**src/rtl/key_loader_pkg.sv**
```systemverilog
// Shared types and helpers for the serial key loader and its bench.
package key_loader_pkg;

  localparam int KEY_W_DEFAULT = 32;

  typedef enum logic [1:0] {
    IDLE  = 2'd0,
    SHIFT = 2'd1,
    DONE  = 2'd2,
    ERROR = 2'd3
  } state_t;

  // Even-parity bit that must follow a key on the serial line.
  function automatic logic key_parity(input logic [KEY_W_DEFAULT-1:0] key);
    return ^key;
  endfunction

endpackage

```
**src/rtl/key_shift_reg.sv**
```systemverilog
// Serial-to-parallel shadow register with saturating bit counter and running parity.
module key_shift_reg
  import key_loader_pkg::*;
#(
  parameter int KEY_W = KEY_W_DEFAULT,
  parameter int CNT_W = $clog2(KEY_W + 1)
) (
  input  logic             clk,
  input  logic             rst_n,
  input  logic             shift_en,
  input  logic             clr,
  input  logic             sdi,
  output logic [KEY_W-1:0] shadow,
  output logic             par,
  output logic [CNT_W-1:0] cnt
);

  logic [KEY_W-1:0] r_shadow;
  logic             r_par;
  logic [CNT_W-1:0] r_cnt;

  // The parity bit arrives with r_cnt == KEY_W; it is judged upstream and never stored here.
  always_ff @(posedge clk or negedge rst_n) begin
    if (!rst_n) begin
      r_shadow <= '0;
      r_par    <= 1'b0;
      r_cnt    <= '0;
    end else if (clr) begin
      r_shadow <= '0;
      r_par    <= 1'b0;
      r_cnt    <= '0;
    end else if (shift_en && (r_cnt != CNT_W'(KEY_W))) begin
      for (int i = 0; i < KEY_W; i++) begin
        if (r_cnt == CNT_W'(i)) r_shadow[i] <= sdi;
      end
      r_par <= r_par ^ sdi;
      r_cnt <= r_cnt + CNT_W'(1);
    end
  end

  assign shadow = r_shadow;
  assign par    = r_par;
  assign cnt    = r_cnt;

endmodule

```
**src/rtl/key_loader.sv**
```systemverilog
// Serial key loader: shifts KEY_W bits plus one even-parity bit and commits only checked keys.
// Optional one-time lock after first commit: define KEY_LOADER_OTP_LOCK_EN.
module key_loader
  import key_loader_pkg::*;
#(
  parameter int KEY_W = KEY_W_DEFAULT,
  parameter int CNT_W = $clog2(KEY_W + 1)
) (
  input  logic             clk,
  input  logic             rst_n,
  input  logic             start,
  input  logic             sdi,
  input  logic             sdi_valid,
  output logic             sdi_ready,
  output logic             busy,
  output logic [KEY_W-1:0] key_out,
  output logic             key_valid,
  output logic             key_err
`ifdef KEY_LOADER_OTP_LOCK_EN
  ,
  output logic             key_locked
`endif
);

  state_t           r_state;
  state_t           w_state_nxt;
  logic [KEY_W-1:0] r_key;
  logic [KEY_W-1:0] w_shadow;
  logic             w_par;
  logic [CNT_W-1:0] w_cnt;
  logic             w_start;
  logic             w_accept;
  logic             w_last;
  logic             w_par_ok;
  logic             w_commit;
  logic             w_clr;

  key_shift_reg #(
    .KEY_W(KEY_W),
    .CNT_W(CNT_W)
  ) u_shift (
    .clk      (clk),
    .rst_n    (rst_n),
    .shift_en (w_accept),
    .clr      (w_clr),
    .sdi      (sdi),
    .shadow   (w_shadow),
    .par      (w_par),
    .cnt      (w_cnt)
  );

`ifdef KEY_LOADER_OTP_LOCK_EN
  logic r_lock;

  always_ff @(posedge clk or negedge rst_n) begin
    if (!rst_n)        r_lock <= 1'b0;
    else if (w_commit) r_lock <= 1'b1;
  end

  assign w_start    = start & ~r_lock;
  assign key_locked = r_lock;
`else
  assign w_start = start;
`endif

  assign w_accept = sdi_valid & (r_state == SHIFT);
  assign w_last   = w_accept & (w_cnt == CNT_W'(KEY_W));
  assign w_par_ok = ~(w_par ^ sdi);
  assign w_commit = w_last & w_par_ok;

  always_ff @(posedge clk or negedge rst_n) begin
    if (!rst_n) r_state <= IDLE;
    else        r_state <= w_state_nxt;
  end

  // start is only honoured outside SHIFT, so a running load cannot be restarted.
  always_comb begin
    w_state_nxt = r_state;
    w_clr       = 1'b0;
    sdi_ready   = 1'b0;
    busy        = 1'b0;
    key_valid   = 1'b0;
    key_err     = 1'b0;
    unique case (r_state)
      SHIFT: begin
        sdi_ready = 1'b1;
        busy      = 1'b1;
        if (w_last) w_state_nxt = w_par_ok ? DONE : ERROR;
      end
      default: begin
        key_valid = (r_state == DONE);
        key_err   = (r_state == ERROR);
        if (w_start) begin
          w_state_nxt = SHIFT;
          w_clr       = 1'b1;
          key_valid   = 1'b0;
          key_err     = 1'b0;
        end
      end
    endcase
  end

  always_ff @(posedge clk or negedge rst_n) begin
    if (!rst_n)        r_key <= '0;
    else if (w_commit) r_key <= w_shadow;
  end

  assign key_out = r_key;

endmodule
```
**config.mk**
```make
export PLATFORM = sky130hd
export DESIGN_NAME = key_loader
export DESIGN_NICKNAME = d
export VERILOG_FILES = /design/src/rtl/key_loader_pkg.sv /design/src/rtl/key_shift_reg.sv /design/src/rtl/key_loader.sv
export SDC_FILE = /design/constraint.sdc
export NUM_CORES = 1
export LEC_CHECK = 0
export CAP_MARGIN = 20
export CELL_PAD_IN_SITES_DETAIL_PLACEMENT = 1
export CELL_PAD_IN_SITES_GLOBAL_PLACEMENT = 2
export CORE_ASPECT_RATIO = 1.1
export CORE_MARGIN = 8
export CORE_UTILIZATION = 45
export CTS_CLUSTER_DIAMETER = 150
export CTS_CLUSTER_SIZE = 40
export DETAILED_ROUTE_END_ITERATION = 10
export DONT_BUFFER_PORTS = 1
export PLACE_DENSITY_LB_ADDON = 0.12
export SYNTH_ARGS = -nofsm -noshare
export SYNTH_HDL_FRONTEND = slang
export SYNTH_SLANG_ARGS = --single-unit
```
**constraint.sdc**
```tcl
create_clock -name clk -period 3 [get_ports clk]
set_clock_uncertainty 0.05 [all_clocks]
set_input_delay 0.3 -clock clk [delete_from_list [all_inputs] [get_ports clk]]
set_output_delay 0.3 -clock clk [all_outputs]
set_load 0.03 [all_outputs]
```
After elaboration in Yosys (flattened, before gate mapping) --
Index checks and enable logic that the tools add are counted.
Storage, ports and cells: register bits after elaboration 73, bits of input ports 5, output and inout bits 36, logic and storage cells 197
Cells by class: $add $sub $neg 1, eq/ne operators 37, muxes and demuxes 49, bitwise operators 5, reduce and logical (&&, ||, !) cells 69
Operators by type and width (count):
- $eq 6x5->1 const B | 16
- $reduce_bool 2->1 | 34
- $reduce_and 2->1 | 33
- $mux 32 | 2
- $eq 6x4->1 const B | 8
- $mux 1 | 42
- $eq 6x3->1 const B | 4
- $eq 6x2->1 const B | 2
- $mux 6 | 2
- $add 6x1->6 const B | 1
- $eq 6x1->1 const B | 1
- $eq 6x6->1 const B | 1
- $logic_not 6->1 | 1
- $mux 2 | 3
- $ne 6x6->1 const B | 1
- $eq 2x2->1 const B | 2
- $and 1x1->1 | 3
- $eq 2x1->1 const B | 1
- $ne 2x2->1 const B | 1
- $logic_and 1x1->1 | 1
- $not 1->1 | 1
- $xor 1x1->1 | 1

Longest topological paths before layout --
depth after elaboration 5, mapped depth 7, gate-level depth less buffers 5

Modules after synthesis --
Synthesis repeated with hierarchy kept, for this count alone.
Unflattened totals: cell total of the unflattened synthesis 289, area total of the unflattened synthesis 3567.2 µm²
Modules (own cells, without submodules):
- key_shift_reg | times used 1, cells each 205, area each 2095.8 µm², seq. area each 975.9 µm²
- key_loader | times used 1, cells each 84, area each 1471.4 µm², seq. area each 850.8 µm²

Worst setup path before layout --
OpenSTA, ideal clock, no wires.
path kind reg2reg, start point register u_shift.r_cnt[0], in the netlist u_shift.cnt[0], end point register r_key[10], in the netlist key_out[10], setup time 125 ps, arrival time 1654 ps, required time 2825 ps, slack 1171 ps, stages on the path, launching flop included 8, buffers on the path 2, period minus slack after synthesis 1829 ps, cells stage by stage dfrtp_1 inv_1 ha_1 nor4b_4 nand4bb_1 buf_2 buf_6 mux2_4
Between the ends: longest elaborated chain between the ends 3
RTL lines:
- start: declaration | line key_shift_reg.sv:20 | logic [CNT_W-1:0] r_cnt;
- start signal: assignment | line key_shift_reg.sv:37 | r_cnt <= r_cnt + CNT_W'(1);
- $eq 6x6->1 | line key_loader.sv:67 | assign w_last = w_accept & (w_cnt == CNT_W'(KEY_W));
- $and 1x1->1 | line key_loader.sv:67
- $and 1x1->1 | line key_loader.sv:69 | assign w_commit = w_last & w_par_ok;
- end signal: assignment | line key_loader.sv:105 | else if (w_commit) r_key <= w_shadow;
- end: declaration | line key_loader.sv:27 | logic [KEY_W-1:0] r_key;
No other way between the ends. A chain may end at the register's enable or synchronous reset.

Worst setup path after layout --
start point register u_shift.r_cnt[0], in the netlist u_shift.cnt[0], end point register r_key[2], in the netlist key_out[2]
Same word-level chain as after synthesis.

==> flow_metrics.tcl <==
set metrics [dict create \
    instances_no_fill 413 \
    worst-endpoint-required_ps 3170 \
    drt_drc_violations_left 0 \
    grt_use_total_pct 15.8 \
    port-buffer-count 0 \
    cts-root-buf "clkbuf_8" \
    setup-violations-final 0 \
    smallest_setup_slack_after_layout_ps 837 \
    n_fill_cell 836 \
    area_delta_synth_final_pct 8.42 \
    share_comb_of_total_power_pct 28.0 \
    ioPinCount 41 \
    avg_vias_per_cell 5.52 \
    cts_tree "built" \
    clock_pin_transition_on_the_worst_setup_and_hold_timing_paths_ps 80 \
    clock_power_share_pct 23.5 \
    critical_path_max_stage_delay_ps 480 \
    power.leakage_nw 1.90 \
    synth_top_cell_area_share_pct 51.2 \
    pre_cts_ws_ps 797 \
    swShare_pct 36.7 \
    max-cap-violations 0 \
    design_area_um2 3870 \
    cts_buffers 9 \
    net-switching-power_mw 1.16 \
    buffer_depth_of_the_longest_clock_path 2 \
    maximum_fanout_encountered_on_the_critical_timing_path 33 \
    detail_route.wirelength_mm 8.07 \
    place_hpwl_mm 5.23 \
    placed_cells_incl_taps 395 \
    worst_slew_margin_rel_pct 46.8 \
    die_w_um 101 \
    hp-class "in -> reg" \
    post_synth.cell_area_avg_um2 11.6 \
    synth_cells 307 \
    synth_seq_area_share_pct 51.2 \
    nNetsFinal 311 \
    routabilityCongestion 0.755 \
    detailedRoute.firstPassIterationCount 4 \
    timing.setup.tns_ps 0 \
    finalWorstPathRequiredPeriod_ps 2160 \
    power.density_cell_area_nw_per_um2 820 \
    total_number_of_clock_tree_sinks 73 \
    cp_cell_sequence "inv_1 > ha_1 > nor4b_4 > nand4bb_2 > buf_4 > mux2_2" \
    antenna_found_initial 0 \
    asyncSetResetFlopFracSynth_pct 100 \
    synthesis.yosys.warnings 0 \
    route.antenna.remaining_nets 0 \
    initial_core_util_pct 45.8 \
    peakVddDrop_mv 0.416 \
    cts_resized 0 \
    die_area_um2 11000 \
    avg_wl_per_cell_um 19.5 \
    power.internal_mw 2.01 \
    timing_max_transition_violations_final 0 \
    synth_top_cell_by_area "dfrtp_1" \
    core_region_area_um2 7780 \
    finalHoldWorstSlack_ps 46.5 \
    syn_nets 317 \
    post_synth_main_area_contributors "dfrtp_1, mux2_4, mux2i_1, a31o_2, nand4_1" \
    placed_cell_area_um2 3630 \
    grt_pass1_wl_mm 13.4 \
    outcome "complete, no violations" \
    cp_slowest_cell "buf_4" \
    h_tree_lvl_count 3 \
    grt_max_degree 74 \
    ys_dominant_reg_cell "dfrtp_1" \
    period_share_pct 72.1 \
    grt_overflow 0 \
    std_cell_rows 34 \
    post-route-util_pct 49.7 \
    clock_insertion_delay_worst_skew_ps 340 \
    rsz_0062_raised_after_global_routing "false" \
    power.total_mw 3.17 \
    yosysUniqueCellTypes 32 \
    maximum_clock_rate_ghz 0.462 \
    seq_power_share_pct 48.5 \
    final-seq-area_um2 1830 \
    timing.critical_path.max_delay_family "buffers and inverters" \
    die_height_um 109 \
    routed-via-count 2280 \
    count_of_buffering_cells_on_the_critical_path_with_inverters_included 2 \
    final_hold_viol_count 0 \
    critPathArrivalTime_ps 2340 \
    synth.cell_area_um2 3570 \
    worst-setup-path-type "reg -> reg" \
    worst-slew-pin-transition_ps 792 \
    initial_drt_markers 98 \
    antennaDiodeCount 0 \
    vias_in_the_first_global_route 2451 \
    multi_input_area_um2 1540 \
    ys_seq_elements 73 \
    critPathLaunchType "register" \
    synth-edff-count 0 \
    end_kind "register" \
    drive_gt1_share_pct 24.6 \
]
[cell usage in the layout (no fill, tap or decap), drive strengths merged, types with 2 or more instances in the layout]
cell | synthesis | final
clkinv | 0 | 3
clkinvlp | 0 | 2
mux2 | 32 | 32
dlygate4sd3 | 0 | 2
buf | 15 | 8
and3 | 2 | 2
nor2b | 7 | 7
o31ai | 3 | 3
a31o | 15 | 15
nand4 | 18 | 18
nand4bb | 2 | 2
nand2 | 3 | 3
nor2 | 3 | 3
and2 | 5 | 5
dfrtp | 73 | 73
or3 | 4 | 4
a21oi | 22 | 22
nand3 | 16 | 16
ha | 5 | 5
clkbuf | 12 | 9
mux2i | 17 | 17
o21ai | 23 | 23
inv | 22 | 22
[flip-flops by register name (all words and copies together), names as in the netlist]
signal          flops
key_out            32
r_state             2
u_shift.cnt         6
u_shift.par         1
u_shift.shadow     32
[repair_timing]
action	CTS	global route
hold buffers	3	0
hold endpoints to repair	74	0
buffers inserted	0	0
[power by group through the flow]
stage | Sequential (mW) | Combinational [mW] | Clock (mW)
after detailed placement | 1.57 | 0.869 | 0
after global placement | 1.55 | 0.844 | 0
final | 1.54 | 0.887 | 0.745
after global routing | 1.58 | 1.01 | 0.812
after CTS | 1.55 | 0.902 | 0.768
after floorplan | 1.45 | 0.734 | 0
[final cells by class]
class	count	area share [%]
Sequential cell	73	47.2
Multi-Input combinational cell	185	39.8
Tap cell	108	3.50
Clock buffer	9	3.20
Timing Repair Buffer	10	2.59
Inverter	22	2.14
Clock inverter	6	1.55
[path summary, 6_finish.rpt]
kind	startpoint	endpoint	slack, ps	cells after the start
worst min register to register	u_shift.par	u_shift.par	440	1
worst max-delay path	u_shift.cnt[0]	key_out[2]	840	6
max in group asynchronous	rst_n	key_out[2]	2160	2
min in group asynchronous	rst_n	u_shift.shadow[13]	460	2
worst max register to register	u_shift.cnt[0]	key_out[2]	840	6
worst min-delay path	sdi	u_shift.shadow[23]	50	2
[worst reg2reg max path: cells and delay by family (launching register included)]
kind / cells / cell delay, ps
flops: 1 / 460
simple gates: 2 / 280
mux: 1 / 420
buf+inv: 2 / 580
fa+ha+maj: 1 / 250
[routing by layer]
| layer | vias up | share of wire, % | global-route usage, % |
|---|---|---|---|
| met3 | 8 | 4.5 | 4.05 |
| met4 | 0 | 1.1 | 5.30 |
| met5 | - | 0 | 0 |
| met1 | 1153 | 46 | 20.1 |
| met2 | 39 | 48 | 25.7 |
| li1 | 1080 | - | - |
[cells by family (layout without fill, tap and decap cells)]
family	after synthesis	count (layout)	synth area share (%)
AO/OA/AOI/OAI	66	66	11.4
XOR/XNOR	1	1	0.246
adder cells (fa/ha/maj)	5	5	1.75
buffers and inverters	49	47	6.28
flip-flops	73	73	51.2
multiplexers	49	49	17.9
AND/OR/NAND/NOR	64	64	11.2
[cells in the mapped netlist (2+ instances only)]
master     instances
o31ai_1            3
and2_1             5
o21ai_0           22
a31o_2            15
a21oi_1           22
buf_2             11
dfrtp_1           73
nand3_1           16
and3_1             2
inv_1             22
buf_6              3
mux2i_1           17
mux2_2             3
ha_1               5
nand2_1            3
nor2_1             3
clkbuf_1          12
nand4bb_1          2
nand4_1           18
mux2_4            29
nor2b_1            7
or3_1              4
(Power assumes the default switching activity.)
